[src/rtl/reg_seq_master.sv]
// reg_seq_master: command-driven initiator for the 16x8 register-file slave (single writes,
// fill bursts, wrapping read bursts). Define REG_SEQ_MASTER_VERIFY_EN to add write readback checking.
module reg_seq_master #(
  parameter int ADDR_W = 4,
  parameter int DATA_W = 8
) (
  input  logic              clk,
  input  logic              nreset,
  input  logic              cmd_valid,
  output logic              cmd_ready,
  input  logic              cmd_write,
  input  logic [ADDR_W-1:0] cmd_addr,
  input  logic [ADDR_W-1:0] cmd_len,
  input  logic [DATA_W-1:0] cmd_wdata,
  output logic              rsp_valid,
  output logic [ADDR_W-1:0] rsp_addr,
  output logic [DATA_W-1:0] rsp_rdata,
  output logic              done,
  output logic              verify_err,
  output logic              reg_wr_en,
  output logic              reg_rd_en,
  output logic [ADDR_W-1:0] reg_addr,
  output logic [DATA_W-1:0] reg_wdata,
  input  logic [DATA_W-1:0] reg_rdata
);

  typedef enum logic [2:0] {
    IDLE,
    WRITE,
    READ,
`ifdef REG_SEQ_MASTER_VERIFY_EN
    VRD,
    VDRAIN,
`endif
    DRAIN
  } state_t;

  state_t            state;
  logic [ADDR_W-1:0] len_q;
  logic [ADDR_W-1:0] cnt;
  logic              pipe_rd;
  logic [ADDR_W-1:0] pipe_addr;

`ifdef REG_SEQ_MASTER_VERIFY_EN
  logic [ADDR_W-1:0] base_q;
  logic              chk_valid;
  logic [DATA_W-1:0] chk_data;
`else
  assign verify_err = 1'b0;
`endif

  always_ff @(posedge clk or negedge nreset) begin
    if (!nreset) begin
      state     <= IDLE;
      cmd_ready <= 1'b1;
      rsp_valid <= 1'b0;
      rsp_addr  <= '0;
      rsp_rdata <= '0;
      done      <= 1'b0;
      reg_wr_en <= 1'b0;
      reg_rd_en <= 1'b0;
      reg_addr  <= '0;
      reg_wdata <= '0;
      len_q     <= '0;
      cnt       <= '0;
      pipe_rd   <= 1'b0;
      pipe_addr <= '0;
`ifdef REG_SEQ_MASTER_VERIFY_EN
      base_q     <= '0;
      chk_valid  <= 1'b0;
      chk_data   <= '0;
      verify_err <= 1'b0;
`endif
    end else begin
      rsp_valid <= 1'b0;
      done      <= 1'b0;

      // The slave answers one edge after it samples rd_en; track which beat is in flight.
      pipe_rd   <= reg_rd_en;
      pipe_addr <= reg_addr;
      if (pipe_rd && (state == READ || state == DRAIN)) begin
        rsp_valid <= 1'b1;
        rsp_addr  <= pipe_addr;
        rsp_rdata <= reg_rdata;
      end

`ifdef REG_SEQ_MASTER_VERIFY_EN
      // Readback data is compared one edge after capture, so the flag settles with done.
      chk_valid <= pipe_rd && (state == VRD || state == VDRAIN);
      chk_data  <= reg_rdata;
      if (chk_valid && (chk_data != reg_wdata)) begin
        verify_err <= 1'b1;
      end
`endif

      case (state)
        IDLE: begin
          if (cmd_valid && cmd_ready) begin
            cmd_ready <= 1'b0;
            len_q     <= cmd_len;
            cnt       <= '0;
            reg_addr  <= cmd_addr;
            reg_wdata <= cmd_wdata;
`ifdef REG_SEQ_MASTER_VERIFY_EN
            base_q     <= cmd_addr;
            verify_err <= 1'b0;
`endif
            if (cmd_write) begin
              reg_wr_en <= 1'b1;
              state     <= WRITE;
            end else begin
              reg_rd_en <= 1'b1;
              state     <= READ;
            end
          end
        end

        WRITE: begin
          if (cnt == len_q) begin
            reg_wr_en <= 1'b0;
`ifdef REG_SEQ_MASTER_VERIFY_EN
            reg_rd_en <= 1'b1;
            reg_addr  <= base_q;
            cnt       <= '0;
            state     <= VRD;
`else
            done      <= 1'b1;
            cmd_ready <= 1'b1;
            state     <= IDLE;
`endif
          end else begin
            cnt      <= cnt + ADDR_W'(1);
            reg_addr <= reg_addr + ADDR_W'(1);
          end
        end

        READ: begin
          if (cnt == len_q) begin
            reg_rd_en <= 1'b0;
            state     <= DRAIN;
          end else begin
            cnt      <= cnt + ADDR_W'(1);
            reg_addr <= reg_addr + ADDR_W'(1);
          end
        end

        DRAIN: begin
          done      <= 1'b1;
          cmd_ready <= 1'b1;
          state     <= IDLE;
        end

`ifdef REG_SEQ_MASTER_VERIFY_EN
        VRD: begin
          if (cnt == len_q) begin
            reg_rd_en <= 1'b0;
            state     <= VDRAIN;
          end else begin
            cnt      <= cnt + ADDR_W'(1);
            reg_addr <= reg_addr + ADDR_W'(1);
          end
        end

        VDRAIN: begin
          if (!pipe_rd && chk_valid) begin
            done      <= 1'b1;
            cmd_ready <= 1'b1;
            state     <= IDLE;
          end
        end
`endif

        default: begin
          reg_wr_en <= 1'b0;
          reg_rd_en <= 1'b0;
          cmd_ready <= 1'b1;
          state     <= IDLE;
        end
      endcase
    end
  end

endmodule
[config.mk]
export PLATFORM = sky130hd
export DESIGN_NAME = reg_seq_master
export DESIGN_NICKNAME = d
export VERILOG_FILES = /design/src/rtl/reg_seq_master.sv
export SDC_FILE = /design/constraint.sdc
export NUM_CORES = 1
export LEC_CHECK = 0
export BUFFER_PORTS_ARGS = -buffer_cell sky130_fd_sc_hd__buf_2
export CAP_MARGIN = 20
export CORE_MARGIN = 2
export CORE_UTILIZATION = 45
export CTS_CLUSTER_SIZE = 20
export DETAILED_ROUTE_END_ITERATION = 8
export HOLD_SLACK_MARGIN = 0.15
export PLACE_DENSITY_LB_ADDON = 0.3
export SYNTH_ARGS = -nofsm -noshare
export SYNTH_HDL_FRONTEND = slang
export SYNTH_SLANG_ARGS = --single-unit
[constraint.sdc]
create_clock -name clk -period 2.1 [get_ports clk]
set_clock_uncertainty 0.1 [all_clocks]
set_input_delay 0.63 -clock clk [delete_from_list [all_inputs] [get_ports clk]]
set_output_delay 0.63 -clock clk [all_outputs]
set_load 0.005 [all_outputs]
==> results.py, run 1 <==
metrics = {
    "timing": {
        "tns_ns": 0,
        "fin_crit_ns": 1.922,
        "fin_ws_ns": 0.1778,
        "setup_viol": 0,
        "rsz0062_at_grt": "no",
        "fin_crit_sh": 0.9154,
        "hold_viol": 0,
        "slew_viol_final": 0,
        "clock.fmax_mhz": 520.2,
    },
    "grt": {
        "gr-usage-met1": 0.2007,
        "grt_pass1_wl_mm": 6.465,
        "grt_overflow_total": 0,
        "gr-max-usage-layer": "met2",
        "grt_max_degree": 45,
        "met2_usage": 0.2623,
        "track_usage": 0.1630,
        "grt_pass1_vias": 1381,
        "met3_usage": 0.04843,
        "antenna_found_initial": 0,
    },
    "yosys": {
        "synth_seq_cells": 44,
        "ys.flop_type": "dfrtp_1",
        "syn_nets": 197,
        "avgSynthCellArea_um2": 12.45,
        "ys_types": 44,
        "synth_top_area_frac": 0.5302,
        "syn_inst": 163,
        "async_flop_share": 1.000,
        "synth-edff-count": 0,
        "yosysWarnings": 0,
        "synth_area_mm2": 0.002029,
        "ys_seq_area_frac": 0.5432,
        "yosysTopAreaCell": "dfrtp_1",
        "synth_area_leaders": "dfrtp_1 (53%), mux2_2 (15%), ha_1 (3.7%)",
    },
    "floorplan": {
        "std_cell_rows": 24,
        "die-height_um": 71.16,
        "num_io_pins": 58,
        "core_area_mm2": 0.004354,
        "dieArea_mm2": 0.005063,
        "start_util": 0.4661,
        "dieWidth_um": 71.16,
    },
    "detailed_routing": {
        "drc": 0,
        "via_per_inst": 5.259,
        "via_count": 1462,
        "drt-pass1-iter-count": 4,
        "drt_iter0_drc": 46,
        "drt_wl_total_mm": 3.827,
        "antenna_left": 0,
        "wl_per_cell_um": 13.77,
    },
    "run": {
        "cap_violations": 0,
    },
    "layout": {
        "final_util": 0.5802,
        "diodes": 0,
        "area_growth_pct": 24.48,
        "drive_gt1_frac": 0.4646,
        "fin_area_mm2": 0.002526,
        "fin_nets": 259,
    },
    "clocking": {
        "cts_tree": "yes",
        "cts.clk_slew.worst_paths_ns": 0.08,
        "clk_path_buf_depth": 2,
        "root_buffer": "clkbuf_8",
        "cts_resized": 0,
        "insertion_delay_ns": 0.29,
        "ctsHoldBuffers": 0,
        "cts_sinks": 44,
        "htreeDepth": 2,
        "post_cts_buffers": 0,
        "numCtsBuffers": 5,
    },
    "critical_path": {
        "critPathKind": "flop to flop",
        "endpoint": "reg_wr_en",
        "worstSetupEndpointType": "flop",
        "required_ns": 2.23,
        "cp_max_fo": 6,
        "crit_start": "state[0]",
        "cp.arrival_ns": 2.05,
        "reg2regPathDepth": 6,
        "regToRegEndpoint": "reg_wr_en",
        "worst-r2r-setup-slack_ns": 0.18,
        "startpoint_type": "flop",
        "r2r_start": "state[0]",
    },
    "pwr": {
        "irDropWorstVdd_mv": 0.7205,
        "leakage_nw": 1.230,
        "p_per_area_mw_per_mm2": 1706,
        "power_mw": 4.310,
    },
    "placed_design": {
        "globalplace.congestion": 0.7979,
        "dpl.hpwl_mm": 2.757,
        "pre_cts_ws_ns": 0.2041,
        "place_area_mm2": 0.002400,
        "placement.io_buffers": 56,
    },
    "outcome": {
        "status": "complete, no violations",
    },
    "min_path": {
        "hp-class": "primary input to asynchronous set/reset pin",
    },
}
==> sequential cells by signal, summed over array words and instances, names as in the netlist <==
register / cells
reg_wdata: 8
rsp_rdata: 8
cnt: 4
len_q: 4
pipe_addr: 4
reg_addr: 4
rsp_addr: 4
state: 2
cmd_ready: 1
done: 1
pipe_rd: 1
reg_rd_en: 1
reg_wr_en: 1
rsp_valid: 1
==> power breakdown <==
| part | switching (mW) | leakage, nW | internal (mW) |
|---|---|---|---|
| clock network | 0.274 | 0.0645 | 0.419 |
| logic | 0.959 | 0.640 | 1.12 |
| registers | 0.263 | 0.525 | 1.28 |
==> how the worst min path moves through the flow <==
stage | start | end | slack (ns)
CTS | nreset | rsp_rdata[0] | 0.20
global placement | reg_rd_en | pipe_rd | 0.28
detailed placement | reg_rd_en | pipe_rd | 0.28
finish | nreset | rsp_rdata[0] | 0.20
global route | nreset | rsp_rdata[7] | 0.22
floorplan | nreset | cnt[0] | 0.23
==> cell type report <==
cell class	count	area, µm²
Tap cell	52	65.06
Fill cell	353	1828
Multi-Input combinational cell	104	853.3
Timing Repair Buffer	65	360.3
Sequential cell	44	1102
Clock inverter	1	30.03
Inverter	5	18.77
Clock buffer	7	96.34
==> stage by stage <==
| stage | instances | hold slack (ns) |
|---|---|---|
| final | 278 | 0.2007 |
| after detailed placement | 270 | 0.2811 |
| after floorplan | 163 | 0.2344 |
| after global routing | 278 | 0.2191 |
| after global placement | 270 | 0.2816 |
| after CTS | 278 | 0.2044 |
==> synthesized netlist by cell type, drive strengths merged (2+ instances only) <==
library cell / n
or4: 2
o22ai: 2
a211oi: 2
or2: 2
inv: 5
nand2: 8
a21oi: 8
clkbuf: 2
dfrtp: 43
nand2b: 6
nor2: 3
mux2: 27
xnor2: 4
ha: 6
a21o: 3
o211ai: 2
buf: 8
a2bb2oi: 3
nand3: 5
mux2i: 2
==> logic make-up after synthesis <==
group	Yosys count	share of synthesized area
muxes	29	0.1597
adders and majority gates	6	0.03699
DFF	44	0.5432
buffers and inverters	15	0.03637
and+or+nand+nor	35	0.1005
xor gates and xnor gates	4	0.01726
other	1	0.001848
AOI/OAI and AO/OA	29	0.1042
==> critical path, stage by stage (launching register included) <==
cell and delay, ns:
dfrtp_1 0.39, inv_1 0.08, ha_1 0.26, a21boi_1 0.20, or4b_1 0.51, a21oi_1 0.15
o32a_1 0.17
==> cell usage in the layout (no fill, tap or decap), types with 2 or more instances in the layout <==
cell type and instances:
nor2_1 3, a21o_1 3, a21oi_1 7, mux2_2 27
ha_1 6, o22ai_1 2, xnor2_1 4, a2bb2oi_1 3
inv_1 5, buf_2 56, nand2b_1 6, mux2i_1 2
nand3_1 5, a211oi_1 2, nand2_1 8, or2_2 2
buf_4 8, clkbuf_8 7, or4_1 2, dfrtp_1 43
o211ai_1 2
==> layer usage <==
layer / wire [µm] / share of wire
met4: 61 / 0.016
met2: 1873 / 0.49
met3: 227 / 0.059
met1: 1664 / 0.43
met5: 0 / 0
Note: power is estimated with default switching activity, not from simulation.
==> run 2, diff against run 1 <==
- CORE_UTILIZATION: 45 -> 51
- PLACE_DENSITY: unset -> 0.85
- PLACE_DENSITY_LB_ADDON: 0.3 -> unset
==> results.py, run 2 (synthesis results as in run 1) <==
metrics = {
    "pwr": {
        "p_clk_frac": 0.149,
        "switching_share": 0.3539,
        "p_switching_mw": 1.491,
        "internal-power_mw": 2.722,
        "p_seq_frac": 0.370,
        "p_comb_frac": 0.481,
        "leakage_nw": 1.212,
        "p_per_area_mw_per_mm2": 1690,
        "irDropWorstVdd_mv": 0.8331,
    },
    "layout": {
        "stdcell_count": 273,
        "diodes": 0,
        "drive_gt1_frac": 0.4533,
        "nFillCells": 296,
        "layout_common_cells": "buf_2 (56), dfrtp_1 (43), mux2_2 (27)",
        "largest_registers": "reg_wdata (8), rsp_rdata (8)",
        "area_growth_pct": 22.87,
        "fin_nets": 258,
        "seq_area_mm2": 0.001102,
        "multi_input_area_um2": 853.3,
        "final_common_cell": "buf_2",
    },
    "detailed_routing": {
        "drt_iter0_drc": 65,
        "antenna_left": 0,
        "drc": 0,
        "drt_wl_total_mm": 3.752,
        "via_per_inst": 5.429,
        "wl_per_cell_um": 13.74,
        "drt-pass1-iter-count": 4,
        "via_count": 1482,
    },
    "placed_design": {
        "placement.io_buffers": 56,
        "pre_cts_ws_ns": 0.1326,
        "globalplace.congestion": 0.7776,
        "dpl.hpwl_mm": 2.830,
        "dp_cells": 265,
    },
    "timing": {
        "slew_viol_final": 0,
        "hold_viol": 0,
        "fin_crit_ns": 1.916,
        "clock.fmax_mhz": 522.0,
        "fin_crit_sh": 0.9123,
        "setup_viol": 0,
        "tns_ns": 0,
        "fin_ws_ns": 0.1841,
        "rsz0062_at_grt": "no",
    },
    "critical_path": {
        "r2r_start": "state[1]",
        "worstSetupEndpointType": "flop",
        "reg2regPathDepth": 6,
        "worst-r2r-setup-slack_ns": 0.18,
        "required_ns": 2.25,
        "critPathKind": "flop to flop",
        "startpoint_type": "flop",
        "cp_max_fo": 8,
        "cp.arrival_ns": 2.06,
        "regToRegEndpoint": "cnt[3]",
    },
    "clocking": {
        "cts_resized": 0,
        "clk_path_buf_depth": 2,
        "numCtsBuffers": 5,
        "cts.clk_slew.worst_paths_ns": 0.08,
        "cts_tree": "yes",
        "ctsHoldBuffers": 0,
        "htreeDepth": 2,
        "root_buffer": "clkbuf_8",
        "post_cts_buffers": 0,
        "insertion_delay_ns": 0.30,
        "cts_sinks": 44,
    },
    "run": {
        "cap_violations": 0,
    },
    "grt": {
        "antenna_found_initial": 0,
        "grt_overflow_total": 0,
        "grt_pass1_wl_mm": 6.389,
        "grt_pass1_vias": 1420,
        "grt_max_degree": 28,
        "track_usage": 0.1952,
    },
    "floorplan": {
        "num_io_pins": 58,
        "die-height_um": 67.08,
        "dieArea_mm2": 0.004500,
        "start_util": 0.5421,
        "std_cell_rows": 22,
        "core_area_mm2": 0.003744,
        "dieWidth_um": 67.08,
    },
    "outcome": {
        "status": "complete, no violations",
    },
    "min_path": {
        "hp-class": "primary input to asynchronous set/reset pin",
    },
}
-- run 2: worst max-delay path: stages (launching register included) --
cell and delay (ns):
dfrtp_1 0.41, inv_1 0.10, ha_1 0.21, and3_1 0.31
a21oi_2 0.12, or4_1 0.52, nand3_1 0.09
-- run 2: worst max path at each step --
stage,slack [ns],startpoint,end,cells past startpoint
finish,0.18,state[1],cnt[3],6
floorplan,0.22,state[0],cnt[3],8
CTS,0.18,state[1],cnt[3],6
global route,0.05,state[1],cnt[3],6
detailed placement,0.13,cmd_valid,cnt[3],5
global placement,0.18,cmd_valid,cnt[3],5
-- run 2: layer usage --
| metal | global-route usage | part of all wire | vias up |
|---|---|---|---|
| met4 | 0.08163 | 0.013 | 0 |
| met2 | 0.3168 | 0.48 | 58 |
| met3 | 0.05743 | 0.073 | 5 |
| li1 | - | - | 709 |
| met5 | 0 | 0 | - |
| met1 | 0.2415 | 0.44 | 710 |
-- run 2: final cells by class --
| class | count | area share |
|---|---|---|
| multi-input combinational | 104 | 0.3422 |
| inverter | 5 | 0.007526 |
| sequential | 44 | 0.4420 |
| clock inverter | 1 | 0.01204 |
| clock buffer | 7 | 0.03061 |
| tap | 48 | 0.02408 |
| timing repair buffer | 64 | 0.1415 |
-- run 2: power groups by stage --
stage / Clock (mW) / Sequential (mW) / Combinational (mW)
2_1_floorplan: 0 / 1.56 / 1.41
3_3_place_gp: 0 / 1.55 / 1.97
3_5_place_dp: 0 / 1.58 / 2.04
4_1_cts: 0.646 / 1.56 / 2.04
5_1_grt: 0.680 / 1.63 / 2.27
6_report: 0.628 / 1.56 / 2.03
-- run 2: per-stage QoR --
step / cell area (µm²) / hold slack [ns] / utilization / total power [mW]
after CTS: 2494 / 0.1511 / 0.6661 / 4.251
after floorplan: 2029 / 0.2344 / - / 2.965
after global placement: 2387 / 0.3016 / 0.6377 / 3.522
final: 2494 / 0.1431 / 0.6661 / 4.214
after detailed placement: 2387 / 0.3005 / 0.6377 / 3.616
after global routing: 2494 / 0.1732 / 0.6661 / 4.580
